## src/rtl/pipe_pkg.sv

```systemverilog
// rtl/pipe_pkg.sv - shared constants and types for the pipeline stage register
// Purpose: control-bit indices carried in the ctrl field, and the occupancy
//          states used by the two-entry skid buffer variant of pipe_stage_hs.
// Ports:   none (package)
package pipe_pkg;

  // Bit positions inside the control vector
  localparam int CTRL_WREG = 0;  // write destination register
  localparam int CTRL_RMEM = 1;  // memory read
  localparam int CTRL_WMEM = 2;  // memory write

  // Occupancy of the skid-buffered stage
  typedef enum logic [1:0] {
    EMPTY = 2'd0,
    ONE   = 2'd1,
    FULL  = 2'd2
  } stage_state_e;

endpackage

```

## src/rtl/pipe_sat_counter.sv

```systemverilog
// rtl/pipe_sat_counter.sv - saturating event counter
// Purpose: counts cycles where inc is high; sticks at all-ones instead of wrapping.
// Ports:
//   clk    in   1      rising-edge clock
//   rst    in   1      asynchronous reset, active-low; clears count
//   inc    in   1      count this cycle
//   count  out  WIDTH  current count
module pipe_sat_counter #(
  parameter int WIDTH = 16
) (
  input  logic             clk,
  input  logic             rst,
  input  logic             inc,
  output logic [WIDTH-1:0] count
);

  always_ff @(posedge clk or negedge rst) begin
    if (!rst) begin
      count <= '0;
    end else if (inc && (count != {WIDTH{1'b1}})) begin
      count <= count + 1'b1;
    end
  end

endmodule

```

## src/rtl/pipe_stage_hs.sv

```systemverilog
// rtl/pipe_stage_hs.sv - valid/ready pipeline stage register with flush and bubble gating
// Purpose: holds one (or, with SKID_BUF_EN defined, two) pipeline entries between
//          stages. Stalls are back-pressure on out_ready. Bubbles present ctrl=0.
//          Counts cycles where a held entry is blocked by the downstream stage.
// Config macro: SKID_BUF_EN - when defined, two-entry skid buffer with a registered
//          in_ready; when undefined, single entry with in_ready = ~out_valid | out_ready.
// Ports:
//   clk         in   1            rising-edge clock
//   rst         in   1            asynchronous reset, active-low
//   flush       in   1            drop held and incoming entries at this edge
//   in_valid    in   1            upstream entry valid
//   in_ready    out  1            stage can accept this cycle
//   in_rd       in   RD_W         destination register
//   in_ctrl     in   CTRL_W       control vector
//   in_result   in   DATA_W       ALU result / address
//   in_wdata    in   DATA_W       store data
//   out_valid   out  1            head entry valid
//   out_ready   in   1            downstream accepts (0 = stall)
//   out_rd      out  RD_W         head rd
//   out_ctrl    out  CTRL_W       head ctrl, zero when out_valid=0
//   out_result  out  DATA_W       head result
//   out_wdata   out  DATA_W       head store data
//   stall_cnt   out  STALL_CNT_W  saturating count of out_valid & ~out_ready cycles
module pipe_stage_hs
  import pipe_pkg::*;
#(
  parameter int DATA_W      = 32,
  parameter int RD_W        = 5,
  parameter int CTRL_W      = 3,
  parameter int STALL_CNT_W = 16
) (
  input  logic                   clk,
  input  logic                   rst,
  input  logic                   flush,
  input  logic                   in_valid,
  output logic                   in_ready,
  input  logic [RD_W-1:0]        in_rd,
  input  logic [CTRL_W-1:0]      in_ctrl,
  input  logic [DATA_W-1:0]      in_result,
  input  logic [DATA_W-1:0]      in_wdata,
  output logic                   out_valid,
  input  logic                   out_ready,
  output logic [RD_W-1:0]        out_rd,
  output logic [CTRL_W-1:0]      out_ctrl,
  output logic [DATA_W-1:0]      out_result,
  output logic [DATA_W-1:0]      out_wdata,
  output logic [STALL_CNT_W-1:0] stall_cnt
);

  localparam int PAY_W = RD_W + CTRL_W + 2 * DATA_W;

  logic [PAY_W-1:0]  in_pay;
  logic [PAY_W-1:0]  head_q;
  logic [CTRL_W-1:0] head_ctrl;

  assign in_pay = {in_rd, in_ctrl, in_result, in_wdata};

`ifdef SKID_BUF_EN

  stage_state_e     state_q, state_d;
  logic [PAY_W-1:0] skid_q;
  logic             in_ready_q;
  logic             push, pop;
  logic             head_load, head_from_skid, skid_load;

  assign push = in_valid & in_ready_q;
  assign pop  = out_valid & out_ready;

  always_ff @(posedge clk or negedge rst) begin
    if (!rst) begin
      state_q    <= EMPTY;
      in_ready_q <= 1'b1;
    end else begin
      state_q    <= state_d;
      // Registered so upstream never sees a combinational path from out_ready
      in_ready_q <= (state_d != FULL);
    end
  end

  always_comb begin
    state_d        = state_q;
    head_load      = 1'b0;
    head_from_skid = 1'b0;
    skid_load      = 1'b0;
    if (flush) begin
      state_d = EMPTY;
    end else begin
      case (state_q)
        EMPTY: begin
          if (push) begin
            state_d   = ONE;
            head_load = 1'b1;
          end
        end
        ONE: begin
          if (push && !pop) begin
            state_d   = FULL;
            skid_load = 1'b1;
          end else if (!push && pop) begin
            state_d = EMPTY;
          end else if (push && pop) begin
            head_load = 1'b1;
          end
        end
        FULL: begin
          // in_ready is low here, so only a pop can happen
          if (pop) begin
            state_d        = ONE;
            head_from_skid = 1'b1;
          end
        end
        default: state_d = EMPTY;
      endcase
    end
  end

  always_ff @(posedge clk or negedge rst) begin
    if (!rst) begin
      head_q <= '0;
      skid_q <= '0;
    end else begin
      if (head_load) begin
        head_q <= in_pay;
      end else if (head_from_skid) begin
        head_q <= skid_q;
      end
      if (skid_load) begin
        skid_q <= in_pay;
      end
    end
  end

  assign out_valid = (state_q != EMPTY);
  assign in_ready  = in_ready_q;

`else

  logic valid_q;
  logic accept;

  assign in_ready = ~valid_q | out_ready;
  assign accept   = in_valid & in_ready;

  always_ff @(posedge clk or negedge rst) begin
    if (!rst) begin
      valid_q <= 1'b0;
    end else if (flush) begin
      valid_q <= 1'b0;
    end else if (accept) begin
      valid_q <= 1'b1;
    end else if (valid_q && out_ready) begin
      valid_q <= 1'b0;
    end
  end

  always_ff @(posedge clk or negedge rst) begin
    if (!rst) begin
      head_q <= '0;
    end else if (accept && !flush) begin
      head_q <= in_pay;
    end
  end

  assign out_valid = valid_q;

`endif

  assign {out_rd, head_ctrl, out_result, out_wdata} = head_q;
  assign out_ctrl = head_ctrl & {CTRL_W{out_valid}};

  pipe_sat_counter #(
    .WIDTH(STALL_CNT_W)
  ) u_stall_cnt (
    .clk  (clk),
    .rst  (rst),
    .inc  (out_valid & ~out_ready),
    .count(stall_cnt)
  );

endmodule
```

## config.mk

```make
export PLATFORM = sky130hd
export DESIGN_NAME = pipe_stage_hs
export DESIGN_NICKNAME = d
export VERILOG_FILES = /design/src/rtl/pipe_pkg.sv /design/src/rtl/pipe_sat_counter.sv /design/src/rtl/pipe_stage_hs.sv
export SDC_FILE = /design/constraint.sdc
export NUM_CORES = 1
export LEC_CHECK = 0
export CORE_MARGIN = 1
export CORE_UTILIZATION = 30
export DETAILED_ROUTE_END_ITERATION = 7
export MAX_ROUTING_LAYER = met4
export PLACE_DENSITY_LB_ADDON = 0.3
export SETUP_SLACK_MARGIN = 0.15
export SYNTH_ARGS = -nofsm -noshare
export SYNTH_HDL_FRONTEND = slang
export SYNTH_HIERARCHICAL = 1
export SYNTH_SLANG_ARGS = --single-unit
```

## constraint.sdc

```tcl
create_clock -name clk -period 1.9 [get_ports clk]
set_input_delay 0.475 -clock clk [delete_from_list [all_inputs] [get_ports clk]]
set_output_delay 0.475 -clock clk [all_outputs]
set_load 0.03 [all_outputs]
```

==> impl_metrics.sql <==
INSERT INTO impl_metrics (metric_group, metric, value, unit) VALUES
('critical_path', 'worstPathMaxFanout', '7', ''),
('global_routing', 'grt_antenna_before_repair', '0', ''),
('routing', 'initialDrtViolationCount', '67', ''),
('power', 'power_density', '992.1', 'mW/mm^2'),
('sta', 'min_hold_slack', '0.1515', 'ns'),
('yosys', 'asyncSetResetFlopFracSynth', '100.0', '%'),
('yosys', 'synth.yosys.seq_area_share', '49.61', '%'),
('critical_path', 'path_common_cell', 'buf_6', ''),
('clocking', 'cts.path.max_buffers', '2', ''),
('routing', 'dr.pass1.iters', '4', ''),
('critical_path', 'timing.critical_path.slowest_cell_delay', '0.44', 'ns'),
('routing', 'avgViaCountPerCell', '4.278', ''),
('yosys', 'register_bit_total_from_synthesis', '89', ''),
('sta', 'timing.final.crit_period', '1.780', 'ns'),
('placed_design', 'dp.final_hpwl', '6437', 'microns'),
('yosys', 'syn_area_per_cell', '14.87', 'sq um'),
('layout', 'layout.filler_cells', '1357', ''),
('layout', 'sequential_cell_area', '0.002228', 'sq mm'),
('yosys', 'synth-edff-count', '0', ''),
('clocking', 'root_buf_cell', 'clkbuf_16', ''),
('routing', 'totalWireLength', '9413', 'microns'),
('layout', 'post_layout_nonfiller_instances', '619', ''),
('run', 'cap_violations', '0', ''),
('yosys', 'netlist.area_leader.share', '49.61', '%'),
('placed_design', 'cell_count_after_placement', '593', ''),
('global_routing', 'grtUsageTotal', '13.07', '%'),
('power', 'finalPower', '6.260', 'mW'),
('status', 'status', 'finished clean', ''),
('global_routing', 'grt_start_max_net_pins', '90', ''),
('yosys', 'synthesis.nets', '380', ''),
('sta', 'rsz0062_at_grt', 'yes', ''),
('floorplan', 'die_area', '0.01546', 'sq mm'),
('power', 'leakage', '2.962', 'nW'),
('critical_path', 'cpMaxStageDelayCell', 'dfrtp_2', ''),
('placed_design', 'placement.io_buffers', '166', ''),
('floorplan', 'placeableCoreArea', '0.01459', 'sq mm'),
('clocking', 'tritoncts', 'yes', ''),
('critical_path', 'setup.worst_path.end_class', 'flip-flop', ''),
('yosys', 'synthCells', '302', ''),
('sta', 'layout_worst_path_cycle_share', '93.70', '%'),
('critical_path', 'worstSetupPathType', 'flip-flop to flip-flop', ''),
('critical_path', 'crit_path_cell_trace', 'nor2b_4 -> buf_6 -> nor3b_4 -> buf_6 -> buf_12 -> clkbuf_16 -> mux2_4', ''),
('yosys', 'synth.top_cells.by_area', 'dfrtp_1, mux2_4, buf_4', ''),
('hold_path', 'classification_of_the_worst_slack_hold_path', 'input port to async pin', ''),
('layout', 'multi_input_gate_area_in_the_final_layout', '0.001609', 'sq mm'),
('layout', 'finalInstanceArea', '0.006310', 'sq mm'),
('routing', 'detailroute.via_count', '2648', ''),
('yosys', 'netlist.top_cell.by_area', 'dfrtp_1', ''),
('placed_design', 'gp_congestion', '0.7833', ''),
('power', 'ir_worst_vdd', '558.8', 'uV'),
('yosys', 'synth_common_cells', 'dfrtp_1, mux2_4, buf_4, nand4_1, buf_12', ''),
('critical_path', 'crit_path_launch_type', 'flip-flop', ''),
('yosys', 'synth-warning-count', '6', ''),
('layout', 'finalCoreUtilization', '43.25', '%'),
('floorplan', 'num_rows', '44', ''),
('sta', 'report.final.slew_viol_count', '0', ''),
('sta', 'report.final.setup_viol', '0', ''),
('sta', 'hold_viol', '0', ''),
('yosys', 'synth_ff_type', 'dfrtp_1', ''),
('layout', 'drive_gt1_share', '31.72', '%'),
('critical_path', 'arrival', '2.00', 'ns'),
('layout', 'syn_to_final_growth', '40.55', '%'),
('placed_design', 'placedInstanceArea', '0.005911', 'sq mm'),
('yosys', 'synth_most_common_cell', 'dfrtp_1', ''),
('routing', 'drcViolationCount', '0', ''),
('global_routing', 'vias_in_the_first_global_route', '2902', ''),
('global_routing', 'grt_pass1_wl', '15440', 'microns'),
('floorplan', 'die_width', '124.3', 'microns'),
('sta', 'tightestPinTransition', '0.4956', 'ns'),
('yosys', 'synth.lib_cells_used.distinct', '36', ''),
('clocking', 'cts_buffers', '9', '');
## flip-flops by register name (all words and copies together) (netlist names)
name / flops
u_stall_cnt/count: 16
head_q: 72
out_valid: 1
## placed cells by master, fill, tap and decap left out, drive strengths merged
cell           netlist  layout
nor3b                1       1
o211ai               1       1
nor3                 1       1
and4b                1       1
a32oi                1       1
buf                 77      27
clkbuf               0      20
clkdlybuf4s15        0       6
nor4                 2       2
o31ai                1       1
xnor2                5       5
dlygate4sd2          0      81
and2                 3       3
nand2                4       4
clkdlybuf4s50        0      74
nand3                6       6
clkinv               0       1
o21ai                1       1
nor2                 5       5
a31oi                3       3
mux2                73      73
xor2                 2       2
bufinv               0       1
and4                 3       3
a21oi                3       3
nor2b                1       1
o21a                 5       5
dfrtp               89      89
nand4               10      10
and3                 2       2
inv                  1       1
ha                   1       1
## worst paths after layout
kind	from	end	slack, ns	depth (start not counted)
max in group asynchronous	rst	head_q[17]$_DFFE_PN0P_	1.34	2
setup / recovery	out_valid$_DFFE_PN0P_	head_q[47]$_DFFE_PN0P_	0.12	7
setup reg to reg	out_valid$_DFFE_PN0P_	head_q[47]$_DFFE_PN0P_	0.12	7
min in group clk	head_q[42]$_DFFE_PN0P_	head_q[42]$_DFFE_PN0P_	0.50	1
hold reg to reg	head_q[42]$_DFFE_PN0P_	head_q[42]$_DFFE_PN0P_	0.50	1
hold / removal	rst	head_q[26]$_DFFE_PN0P_	0.15	2
## cell type report
type / count / area share [%]
Clock inverter: 2 / 0.5552
Clock buffer: 14 / 4.343
Timing Repair Buffer: 194 / 30.58
Multi-Input combinational cell: 135 / 25.50
Inverter: 1 / 0.05949
Sequential cell: 89 / 35.32
Tap cell: 184 / 3.649
## through the flow
stage | setup TNS (ns) | worst slack (ns)
finish | 0 | 0.1197
global route | 0 | 0.06476
CTS | 0 | 0.07105
detailed placement | -16.34 | -0.2348
global placement | -13.85 | -0.2013
floorplan | 0 | 0.2290
## routing by layer
| layer | track usage, % | share of wire [%] | vias to the layer above |
|---|---|---|---|
| li1 | - | - | 1242 |
| met1 | 17.67 | 49 | 1288 |
| met4 | 5.953 | 1.6 | 0 |
| met2 | 18.23 | 43 | 108 |
| met5 | - | 0 | - |
| met3 | 3.351 | 6.1 | 10 |
## report_power, final
group | total (mW) | internal [mW] | switching [mW] | leakage [nW]
sequential | 2.41 | 2.21 | 0.201 | 1.07
clock | 1.83 | 1.13 | 0.707 | 0.153
combinational | 2.02 | 0.943 | 1.07 | 1.73
total | 6.26 | 4.28 | 1.98 | 2.96
## critical path, delay by kind of cell, from the launching register on
kind | cells | cell delay, ns
and+or+nand+nor | 2 | 0.34
DFF | 1 | 0.44
buffers and inverters | 4 | 0.57
muxes | 1 | 0.30
## kinds of logic (layout without fill, tap and decap cells)
family / after synthesis / in the layout / synth area share [%]
AO/OA/AOI/OAI: 15 / 15 / 2.536
XOR/XNOR: 7 / 7 / 1.366
adder cells (fa/ha/maj): 1 / 1 / 0.2787
buffers and inverters: 78 / 211 / 14.99
flip-flops: 89 / 89 / 49.61
multiplexers: 73 / 73 / 24.16
AND/OR/NAND/NOR: 39 / 39 / 7.051
## what timing repair did
action | in CTS | in global routing
gates cloned | 0 | 4
gates resized for setup | 98 | 22
hold endpoints to repair | 0 | 0
endpoints found under the setup margin | 118 | 86
buffers inserted | 2 | 4
pin swaps | 0 | 4
Note: power is estimated with default switching activity, not from simulation.
